## config.mk

```make
export PLATFORM = sky130hd
export DESIGN_NAME = serial_add_unit
export DESIGN_NICKNAME = d
export VERILOG_FILES = /design/src/rtl/alu_pkg.sv /design/src/rtl/serial_add_unit_badd.sv /design/src/rtl/serial_add_unit.sv
export SDC_FILE = /design/constraint.sdc
export NUM_CORES = 1
export LEC_CHECK = 0
export CORE_ASPECT_RATIO = 1.1
export CORE_MARGIN = 1
export CORE_UTILIZATION = 40
export CTS_BUF_LIST = sky130_fd_sc_hd__clkbuf_8
export DETAILED_ROUTE_END_ITERATION = 7
export GPL_ROUTABILITY_DRIVEN = 0
export SYNTH_ARGS = -nofsm -noshare
export SYNTH_HDL_FRONTEND = slang
export SYNTH_SLANG_ARGS = --single-unit
```

## constraint.sdc

```tcl
create_clock -name clk -period 3 [get_ports clk]
set_input_delay 0.3 -clock clk [delete_from_list [all_inputs] [get_ports clk]]
set_output_delay 0.3 -clock clk [all_outputs]
set_load 0.03 [all_outputs]
```

## src/rtl/alu_pkg.sv

```systemverilog
// Shared ALU definitions: state encoding for the serial adder and its default width.
// No logic; constants and types only.
// Imported by serial_add_unit.
package alu_pkg;

  // One-bit state encoding for the serial adder control.
  typedef enum logic {
    S_IDLE = 1'b0,
    S_RUN  = 1'b1
  } state_t;

  localparam int ADD_WIDTH = 8;

endpackage

```

## src/rtl/serial_add_unit_badd.sv

```systemverilog
// One-bit full adder cell (bAdd), the bit slice reused by the serial adder.
// Purely combinational, zero latency.
// No handshake; no backpressure.
module bAdd (
  input  logic A,
  input  logic B,
  input  logic c_in,
  output logic sum,
  output logic c_out
);

  assign sum   = A ^ B ^ c_in;
  assign c_out = (A & B) | (c_in & (A ^ B));

endmodule

```

## src/rtl/serial_add_unit.sv

```systemverilog
// Bit-serial WIDTH-bit adder: one bAdd slice evaluated per clock, LSB first.
// Result and done appear WIDTH cycles after the accepting edge; one add per WIDTH+1 cycles.
// start is only sampled while idle; requests during busy are dropped, not queued.
module serial_add_unit
  import alu_pkg::*;
#(
  parameter int WIDTH = ADD_WIDTH
) (
  input  logic             clk,
  input  logic             rst_n,
  input  logic             start,
  input  logic [WIDTH-1:0] a,
  input  logic [WIDTH-1:0] b,
  input  logic             c_in,
  output logic             busy,
  output logic             done,
  output logic [WIDTH-1:0] sum,
  output logic             c_out
);

  localparam int CNT_W = (WIDTH > 1) ? $clog2(WIDTH) : 1;
  localparam logic [CNT_W-1:0] CNT_LAST = CNT_W'(WIDTH - 1);

  state_t             state;
  logic [WIDTH-1:0]   sh_a;
  logic [WIDTH-1:0]   sh_b;
  logic               carry_q;
  logic [CNT_W-1:0]   cnt;
  // Holds the WIDTH-1 low result bits; the top bit comes straight from the
  // slice on the completing edge, so the register never needs a WIDTH-th slot.
  logic [WIDTH-2:0]   psum;
  logic               bit_sum;
  logic               bit_cout;

  bAdd u_badd (
    .A     (sh_a[0]),
    .B     (sh_b[0]),
    .c_in  (carry_q),
    .sum   (bit_sum),
    .c_out (bit_cout)
  );

  // Control FSM and datapath: accept in IDLE, shift one bit per cycle in RUN,
  // publish sum/c_out only on the final edge so partial bits are never visible.
  always_ff @(posedge clk or negedge rst_n) begin
    if (!rst_n) begin
      state   <= S_IDLE;
      busy    <= 1'b0;
      done    <= 1'b0;
      sum     <= '0;
      c_out   <= 1'b0;
      sh_a    <= '0;
      sh_b    <= '0;
      carry_q <= 1'b0;
      cnt     <= '0;
      psum    <= '0;
    end else begin
      done <= 1'b0;
      case (state)
        S_IDLE: begin
          if (start) begin
            sh_a    <= a;
            sh_b    <= b;
            carry_q <= c_in;
            cnt     <= '0;
            psum    <= '0;
            busy    <= 1'b1;
            state   <= S_RUN;
          end
        end
        S_RUN: begin
          sh_a    <= sh_a >> 1;
          sh_b    <= sh_b >> 1;
          carry_q <= bit_cout;
          psum    <= (psum >> 1) | ((WIDTH-1)'(bit_sum) << (WIDTH - 2));
          if (cnt == CNT_LAST) begin
            // Counter holds at its last value so it never wraps mid-operation.
            sum   <= {bit_sum, psum};
            c_out <= bit_cout;
            done  <= 1'b1;
            busy  <= 1'b0;
            state <= S_IDLE;
          end else begin
            cnt <= cnt + 1'b1;
          end
        end
        default: begin
          state <= S_IDLE;
          busy  <= 1'b0;
        end
      endcase
    end
  end

endmodule
```

==> key figures, run 1 <==
Die
  • Core area: 3994 sq um
  • Rows: 24
  • Die Ht: 69.85 um
  • Initial Utilization: 41.92%
  • Io pins: 31
  • Die ar.: 4448 sq um
  • Die Wd: 63.68 um

Setup path
  • CP Cell Sequence: clkdlybuf4s50_1
  • Worst Path Arrival: 1.33 ns
  • Worst setup SP type: register
  • CP endpoint kind: output pin
  • Family with the most delay on the worst path: buffers and inverters
  • Req. time, crit path: 2.70 ns
  • Crit path max fanout: 3
  • CP bufs+invs: 1
  • Slowest CP cell: clkdlybuf4s50_1
  • Critical setup path kind: reg -> out
  • Worst path max stage delay: 0.67 ns

STA
  • Worst-Margin Slew: 0.8391 ns
  • Fmax: 614.1 MHz
  • Final Critical Period: 1.628 ns
  • Final TNS setup: 0 ns
  • Slew HR: 44.06%
  • Final slew viol count: 0
  • Clock skew: 0.003270 ns
  • Worst Hold Slack: 0.1158 ns
  • Final setup viols: 0
  • RSZ-0062 raised after global routing: no
  • Fin crit share: 54.28%
  • Final Hold Vio Count: 0

Pwr
  • Leakage power: 0.9873 nW
  • Internal power: 0.001385 W
  • Overall Power: 0.002073 W
  • Reg power frac: 42.8%
  • Switch share: 33.19%
  • Comb pwr share: 35.7%
  • Clock share of power: 21.5%
  • Maximum vdd drop: 0.4132 mV
  • Power Density: 981.0 nW/um^2
  • NetSw: 0.0006881 W

Route
  • Final WL: 2693 um
  • DRT iter0 DRCs: 34
  • DRT antenna net count: 0
  • Routed len/inst: 12.41 um
  • 1st-pass router iterations: 4
  • Routed vias/inst: 4.857
  • Residual DRC: 0
  • Vias: 1054

Synthesis
  • Post-synth top area share: 58.30%
  • Netlist Area Pre-Place: 1674 sq um
  • Cell taking the most area after synthesis: dfrtp_1
  • Top-count cell post-synth: dfrtp_1
  • Top cells by count, synth: dfrtp_1, mux2i_1, nand2_1
  • Post-synth EDFFs: 0
  • Largest cells by area after synthesis: dfrtp_1, mux2i_1, mux2_2
  • Seq/Total Area, Yosys: 58.30%
  • Synth cell types: 21
  • Yosys reg bits: 39
  • Syn nets: 156
  • Cell count after synthesis: 132
  • Primary FF master, synth: dfrtp_1
  • Syn avg cell area: 12.68 sq um
  • Yosys warns: 0
  • Ys async rst share: 100.0%

Run status
  • Status: finished, final reports clean

Place
  • Post-DP HPWL: 1854 um
  • Port Buffers: 30

Clock tree
  • CTS tree: yes
  • Total CTS buffers: 5
  • Worst-Skew Late Latency: 0.28 ns
  • Clk slew on worst S/H paths: 0.07 ns
  • Post-CTS Setup Bufs: 0
  • CTS max path bufs: 2
  • Post-CTS Hold Buffers: 0
  • H-tree depth: 2
  • Clock Sinks: 39
  • PostCTS Resize Cnt: 0
  • Clock Tree Root: clkbuf_8

Global routing
  • Vias in the first global route: 1003
  • Antenna violations before repair: 0
  • Overflow after GRT: 0
  • First-pass GRT wire length: 4595 um
  • Largest net degree at the start of global routing: 40
  • Total GRT Usage: 13.96%

Cells and area
  • Layout cell share with drive strength beyond 1: 14.55%
  • Layout Utilization: 52.91%
  • N_diodes: 0
  • Multi-input logic area: 636.9 sq um
  • Fill count: 364
  • FF/Latch Area: 975.9 sq um
  • Final-stage net count: 188
  • Area grow syn2layout: 26.23%

Flow run
  • Max-Cap Viols: 0

Worst hold path
  • Hold Crit Class: in -> async
## power groups by stage
stage	sequential [W]	combinational (W)	clock, W
floorplan	0.000962	0.000457	0
detailed placement	0.000900	0.000758	0
global route	0.000919	0.000819	0.000485
global placement	0.000895	0.000736	0
finish	0.000887	0.000741	0.000445
CTS	0.000891	0.000757	0.000460
## final cells by class
cell class / count / area share (%)
Clock buffer: 6 / 3.908
Clock inverter: 2 / 1.658
Inverter: 2 / 0.3552
Multi-Input combinational cell: 84 / 30.14
Sequential cell: 39 / 46.18
Tap cell: 52 / 3.079
Timing Repair Buffer: 32 / 14.68
## layout by cell type, fill, tap and decap left out, types with 3 or more instances in the layout
cell,instances
clkdlybuf4s50_1,29
dfrtp_1,39
a22o_1,8
nor2_1,3
mux2i_1,17
mux2_2,11
ha_1,3
o21ai_1,15
nand2_1,17
clkbuf_8,6
## final timing paths
kind / startpoint / end / slack (ns) / depth (start not counted)
setup reg to reg: cnt[0] / sum[6] / 1.42 / 4
max in group asynchronous: rst_n / sh_b[5] / 2.36 / 1
hold reg to reg: sh_a[2] / sh_a[1] / 0.49 / 2
setup / recovery: busy / busy / 1.37 / 1
hold / removal: rst_n / sum[2] / 0.12 / 1
min in group clk: sh_a[2] / sh_a[1] / 0.49 / 2
## sequential cells by signal (all words and copies together) (netlist names)
signal / count
sh_a: 8
sh_b: 8
sum: 8
psum: 7
cnt: 3
busy: 1
c_out: 1
carry_q: 1
done: 1
state: 1
## logic make-up (layout without fill, tap and decap cells)
kind of cell / after synthesis / in the layout / share of synthesized area (%)
compound gates: 27 / 27 / 9.940
xor+xnor: 1 / 1 / 0.5233
fa+ha+maj: 4 / 4 / 3.438
buf+inv: 9 / 42 / 3.662
flops: 39 / 39 / 58.30
mux: 28 / 28 / 17.56
simple gates: 24 / 24 / 6.577
## stage by stage
stage | setup WS, ns | instance area, sq um | instances
global route | 1.325 | 2113 | 217
finish | 1.372 | 2113 | 217
global placement | 1.442 | 1996 | 209
CTS | 1.352 | 2113 | 217
floorplan | 1.538 | 1674 | 132
detailed placement | 1.421 | 1996 | 209
## per-layer routing
layer	wire [um]	vias up	global-route usage (%)
li1	-	520	-
met1	1236	506	16.68
met2	1316	24	22.58
met3	100	4	4.902
met4	39	0	6.061
met5	0	-	0
(Power assumes the default switching activity.)
==> inputs of run 2 (changes only) <==
Settings changed: PLACE_DENSITY set to 0.66.
Clock period 3 ns to 1.3 ns, I/O delays scaled along.
==> run 2 against run 1 <==
The run now ends with negative setup slack left. Critical path depth is 3 higher. Register-to-register slack worse by 1.5 ns. Non-clock buffer count is 10 higher. Clock-buffer cell count stayed put. Largest power group is now combinational cells.
==> key figures, run 2 (synthesis results as in run 1) <==
Cells and area
  • Fill count: 359 (-1.4%)
  • Largest regs: sh_a: 8 flops, sh_b: 8 flops, sum: 8 flops
  • Commonest non-fill, non-tap cell in the layout: dfrtp_1
  • Final instance area: 2247 sq um (+6.3%)
  • FF/Latch Area: 975.9 sq um (unchanged)
  • N_diodes: 0 (unchanged)
  • Area grow syn2layout: 34.23%
  • Multi-input logic area: 711.9 sq um (+12%)
  • Layout cell share with drive strength beyond 1: 19.54% (+5.0 points)
  • Most frequent cells in the layout: dfrtp_1, clkdlybuf4s50_1, mux2i_1, nand2_1, o21ai_1
  • Final-stage net count: 198 (+5.3%)
  • Layout Utilization: 56.27% (+3.4 points)

STA
  • RSZ-0062 raised after global routing: yes
  • Fmax: 732.8 MHz
  • Final Critical Period: 1.365 ns
  • Slew HR: 68.63% (+25 points)
  • Worst Hold Slack: 0.3273 ns (+0.2115 ns)
  • Clock skew: 0.006833 ns (+0.003564 ns)
  • Final setup viols: 12 (+12)
  • Final Hold Vio Count: 0 (unchanged)
  • Final setup margin: -0.06464 ns (-1.436 ns)
  • Fin crit share: 105.0%
  • Worst-Margin Slew: 0.4706 ns (-0.3685 ns)
  • Final slew viol count: 0 (unchanged)

Pwr
  • Comb pwr share: 42.7% (+7.0 points)
  • Switch share: 34.95% (+1.8 points)
  • Leakage power: 1.109 nW (+12%)
  • Power Density: 2202 nW/um^2 (+120%)
  • Maximum vdd drop: 0.8667 mV (+110%)
  • Reg power frac: 40.9% (-1.9 points)
  • Internal power: 0.003219 W (+130%)
  • NetSw: 0.001730 W (+150%)
  • Clock share of power: 16.4% (-5.1 points)

Clock tree
  • CTS tree: yes
  • Clock Sinks: 39 (unchanged)
  • Total CTS buffers: 5 (unchanged)
  • CTS max path bufs: 2 (unchanged)
  • Clk slew on worst S/H paths: 0.07 ns (about the same)
  • Worst-Skew Late Latency: 0.29 ns (about the same)
  • Clock Tree Root: clkbuf_8
  • H-tree depth: 2 (unchanged)

Route
  • Routed vias/inst: 4.947 (+1.8%)
  • Routed len/inst: 13.39 um (+7.9%)
  • DRT antenna net count: 0 (unchanged)
  • Final WL: 3026 um (+12%)
  • Vias: 1118 (+6.1%)
  • DRT iter0 DRCs: 47 (+38%)
  • Residual DRC: 0 (unchanged)
  • 1st-pass router iterations: 4 (unchanged)

Die
  • Die ar.: 4448 sq um (unchanged)
  • Die Ht: 69.85 um (unchanged)
  • Core area: 3994 sq um (unchanged)
  • Initial Utilization: 41.92% (unchanged)
  • Die Wd: 63.68 um (unchanged)
  • Rows: 24 (unchanged)
  • Io pins: 31 (unchanged)

Setup path
  • Critical setup path kind: reg -> reg
  • Req. time, crit path: 1.47 ns (-1.23 ns)
  • Worst Path Arrival: 1.54 ns (+0.21 ns)
  • CP endpoint kind: register
  • Worst setup SP type: register
  • Crit path max fanout: 5 (+2)

Global routing
  • First-pass GRT wire length: 5340 um (+16%)
  • Largest net degree at the start of global routing: 23 (-43%)
  • Total GRT Usage: 15.77% (+1.8 points)
  • Antenna violations before repair: 0 (unchanged)
  • Overflow after GRT: 0 (unchanged)
  • Vias in the first global route: 1189 (+19%)

Place
  • Post-DP HPWL: 2071 um (+12%)
  • Port Buffers: 30 (unchanged)
  • DP Area: 2092 sq um (+4.8%)

Run status
  • Status: finished with violations
  • Violated checks: negative setup slack

Worst hold path
  • Hold Crit Class: in -> async

Flow run
  • Max-Cap Viols: 0 (unchanged)
## run 2: cell type report
class | instances | area share [%]
Clock buffer | 6 | 3.675
Clock inverter | 1 | 0.2227
Inverter | 2 | 0.3341
Multi-Input combinational cell | 84 | 31.68
Sequential cell | 39 | 43.43
Tap cell | 52 | 2.895
Timing Repair Buffer | 42 | 17.76
## run 2: power by group through the flow
stage | Combinational, W | Sequential [W] | Clock [W]
finish | 0.00211 | 0.00202 | 0.000811
floorplan | 0.00114 | 0.00223 | 0
CTS | 0.00208 | 0.00201 | 0.000833
global route | 0.00232 | 0.00209 | 0.000887
global placement | 0.00197 | 0.00199 | 0
detailed placement | 0.00204 | 0.00202 | 0
## run 2: timing repair
action / 4_1_cts / 5_1_grt
gates resized for setup: 20 / 1
setup buffers: 1 / 2
endpoints found under the setup margin: 22 / 13
endpoints found under the hold margin: 17 / 0
hold buffers: 1 / 0
pin swaps: 0 / 2
## run 2: critical path, cell delays in order (launching register included)
cell and delay (ns):
dfrtp_1 0.41, ha_4 0.18, ha_4 0.19, mux2_4 0.30, a22o_1 0.17
## run 2: through the flow
step	setup TNS, ns	cells	total power (W)	setup slack [ns]
3_3_place_gp	-0.5218	215	0.003960	-0.05514
5_1_grt	-0.7771	226	0.005297	-0.09481
4_1_cts	-0.6942	224	0.004922	-0.09183
3_5_place_dp	-0.7669	215	0.004066	-0.08388
2_1_floorplan	-0.3407	132	0.003370	-0.03814
6_report	-0.3864	226	0.004949	-0.06464
## run 2: layer usage
layer | vias up | routed length, um | GRT usage (%) | part of all wire (%)
li1 | 544 | - | - | -
met4 | 0 | 48 | 6.818 | 1.6
met3 | 5 | 107 | 3.922 | 3.5
met2 | 26 | 1446 | 26.12 | 48
met5 | - | 0 | 0 | 0
met1 | 543 | 1423 | 19.33 | 47
## run 2: final timing paths
check / startpoint / endpoint / slack [ns] / cells after the start
worst max-delay path: cnt[0] / cnt[1] / -0.06 / 4
worst min-delay path: rst_n / sum[4] / 0.33 / 2
worst max register to register: cnt[0] / cnt[1] / -0.06 / 4
worst min register to register: sh_b[6] / sh_b[5] / 0.48 / 2
max in group asynchronous: rst_n / sh_b[2] / 0.50 / 3
min in group clk: b[7] / sh_b[7] / 0.45 / 3
==> inputs of run 3 (changes only) <==
--- a/config.mk
+++ b/config.mk
@@ -13,4 +13,5 @@
 export GPL_ROUTABILITY_DRIVEN = 0
 export PLACE_DENSITY = 0.66
+export SETUP_SLACK_MARGIN = 0.3
 export SYNTH_ARGS = -nofsm -noshare
 export SYNTH_HDL_FRONTEND = slang
==> constraint.sdc (replaced) <==
create_clock -name clk -period 1.3 [get_ports clk]
set_input_delay 0.13 -clock clk [delete_from_list [all_inputs] [get_ports clk]]
set_output_delay 0.13 -clock clk [all_outputs]
set_load 0.005 [all_outputs]
==> run 3 against run 2 <==
The flow still finishes with violations (negative setup slack). Sequential power up 2%. Global-route usage up 0.43 points. Non-clock buffer count up 14. Utilization up 5.9 points. Routed wire length up 12%. Sequential share of layout area down 4.0 points. Power up 8.1%. Via count up 7.1%. First-iteration DRC count down 8.5%. Critical path depth unchanged. Register-to-register slack worse by 0.02 ns. Combinational power up 20%.
==> key figures, run 3 (synthesis results as in run 1) <==
Setup path
  • CP bufs+invs: 0 (unchanged)
  • Family with the most delay on the worst path: flip-flops
  • Worst Path Arrival: 1.56 ns (+0.02 ns)
  • Req. time, crit path: 1.47 ns (about the same)
  • Critical setup path kind: reg -> reg
  • CP endpoint kind: register
  • Crit path top cell by count: ha_4
  • Worst path max stage delay: 0.42 ns (about the same)
  • Crit path max fanout: 4 (-1)
  • Slowest CP cell: dfrtp_1
  • Worst reg-to-reg setup slack: -0.08 ns (-0.02 ns)
  • Worst setup SP type: register
  • CP Cell Sequence: ha_4 > ha_4 > mux2_4 > a22o_1

Route
  • Vias: 1197 (+7.1%)
  • Met2 wire len: 1696 um (+17%)
  • DRT iter0 DRCs: 43 (-8.5%)
  • Wl on met1: 1521 um (+6.9%)
  • Routed vias/inst: 4.946 (about the same)
  • Final WL: 3389 um (+12%)
  • 1st-pass router iterations: 4 (unchanged)
  • Met3 wire len: 138 um (+29%)
  • Routed len/inst: 14.00 um (+4.6%)
  • Top Layer Used: met4
  • DRT antenna net count: 0 (unchanged)
  • Residual DRC: 0 (unchanged)

Clock tree
  • Clock Sinks: 39 (unchanged)
  • Clk slew on worst S/H paths: 0.07 ns (about the same)
  • CTS max path bufs: 2 (unchanged)
  • CTS tree: yes
  • Total CTS buffers: 5 (unchanged)
  • Worst-Skew Late Latency: 0.28 ns (about the same)
  • Clock Tree Root: clkbuf_8
  • H-tree depth: 2 (unchanged)

STA
  • Final setup viols: 12 (unchanged)
  • Slew HR: 69.73% (+1.1 points)
  • Fmax: 722.8 MHz (-1.4%)
  • Final setup margin: -0.08359 ns (-0.01895 ns)
  • Fin crit share: 106.4% (+1.5 points)
  • Final Hold Vio Count: 0 (unchanged)
  • Worst-Margin Slew: 0.4540 ns (-0.01655 ns)
  • Final Critical Period: 1.384 ns (+0.01895 ns)
  • Clock skew: 0.002338 ns (-0.004495 ns)
  • RSZ-0062 raised after global routing: yes
  • Final slew viol count: 0 (unchanged)

Die
  • Rows: 24 (unchanged)
  • Initial Utilization: 41.92% (unchanged)
  • Die Ht: 69.85 um (unchanged)
  • Die ar.: 4448 sq um (unchanged)
  • Io pins: 31 (unchanged)
  • Die Wd: 63.68 um (unchanged)
  • Core area: 3994 sq um (unchanged)

Pwr
  • Leakage power: 1.217 nW (+9.8%)
  • Power Density: 2157 nW/um^2 (-2.1%)
  • Maximum vdd drop: 1.047 mV (+21%)
  • Overall Power: 0.005351 W (+8.1%)

Global routing
  • Total GRT Usage: 16.19% (+0.43 points)
  • Vias in the first global route: 1222 (+2.8%)
  • Largest net degree at the start of global routing: 23 (unchanged)
  • First-pass GRT wire length: 5485 um (+2.7%)
  • Overflow after GRT: 0 (unchanged)
  • Antenna violations before repair: 0 (unchanged)

Worst hold path
  • Hold Crit Class: in -> reg

Cells and area
  • Final-stage net count: 213 (+7.6%)
  • Layout cell share with drive strength beyond 1: 42.63% (+23 points)
  • Multi-input logic area: 808.3 sq um (+14%)
  • Commonest non-fill, non-tap cell in the layout: dfrtp_1
  • FF/Latch Area: 977.2 sq um (+0.13%)
  • Most frequent cells in the layout: dfrtp_1, clkdlybuf4s50_1, mux2i_1, buf_4, o21ai_1
  • Final instance area: 2481 sq um (+10%)
  • Area grow syn2layout: 48.21%
  • Largest regs: sh_a: 8 flops, sh_b: 8 flops, sum: 8 flops
  • Fill count: 303 (-16%)
  • N_diodes: 0 (unchanged)

Flow run
  • Max-Cap Viols: 0 (unchanged)

Place
  • Post-DP HPWL: 2084 um (+0.58%)
  • DP Area: 2110 sq um (+0.84%)
  • Pre-CTS WS: -0.09827 ns (-0.01439 ns)
  • Port Buffers: 30 (unchanged)

Run status
  • Violated checks: negative setup slack
  • Status: finished with violations
run 3: per-stage QoR:
step | util, % | cells | setup TNS (ns) | hold slack [ns]
final | 62.12 | 242 | -0.6359 | 0.3111
after CTS | 58.43 | 237 | -0.6820 | 0.3368
after floorplan | - | 132 | -0.3352 | -0.1656
after global placement | 52.82 | 217 | -0.4220 | 0.09094
after global routing | 62.12 | 242 | -0.9995 | 0.3174
after detailed placement | 52.82 | 217 | -0.9719 | 0.09889
run 3: per-layer routing:
| metal | global-route usage, % | up-vias |
|---|---|---|
| met5 | 0 | - |
| met4 | 6.313 | 0 |
| met3 | 4.575 | 4 |
| met2 | 26.48 | 26 |
| met1 | 20.11 | 593 |
| li1 | - | 574 |
run 3: final cells by class:
cell class / instances / share of cell area, %
clock buffers: 5 / 2.774
well taps: 52 / 2.622
inverters: 2 / 0.3026
multi-input cells: 85 / 32.58
repair buffers: 56 / 21.84
flip-flops and latches: 39 / 39.38
clock inverters: 3 / 0.5043
run 3: repair_timing:
action	in CTS	in global routing
gates cloned	1	4
hold buffers	1	0
pin swaps	4	8
setup endpoints to repair	41	38
buffers inserted	10	1
hold endpoints to repair	17	0
gates resized for setup	47	37
run 3: final timing paths:
check	start	end	depth (start not counted)
min	start	psum[5]	3
min reg2reg	sh_a[7]	sh_a[6]	2
max in group asynchronous	rst_n	sh_b[7]	3
max	cnt[1]	cnt[1]	4
max reg2reg	cnt[1]	cnt[1]	4
min in group asynchronous	rst_n	psum[1]	2
run 3: power breakdown:
| group | leakage, nW | switching, W | internal [W] | total [W] |
|---|---|---|---|---|
| Clock | 0.0505 | 0.000390 | 0.000360 | 0.000750 |
| Combinational | 0.661 | 0.000956 | 0.00157 | 0.00253 |
| Sequential | 0.506 | 0.000381 | 0.00169 | 0.00207 |
run 3: worst min-delay path, cell delays in order:
cell and delay [ns]:
dlymetal6s2s_1 0.13, buf_12 0.21, o21ai_1 0.09
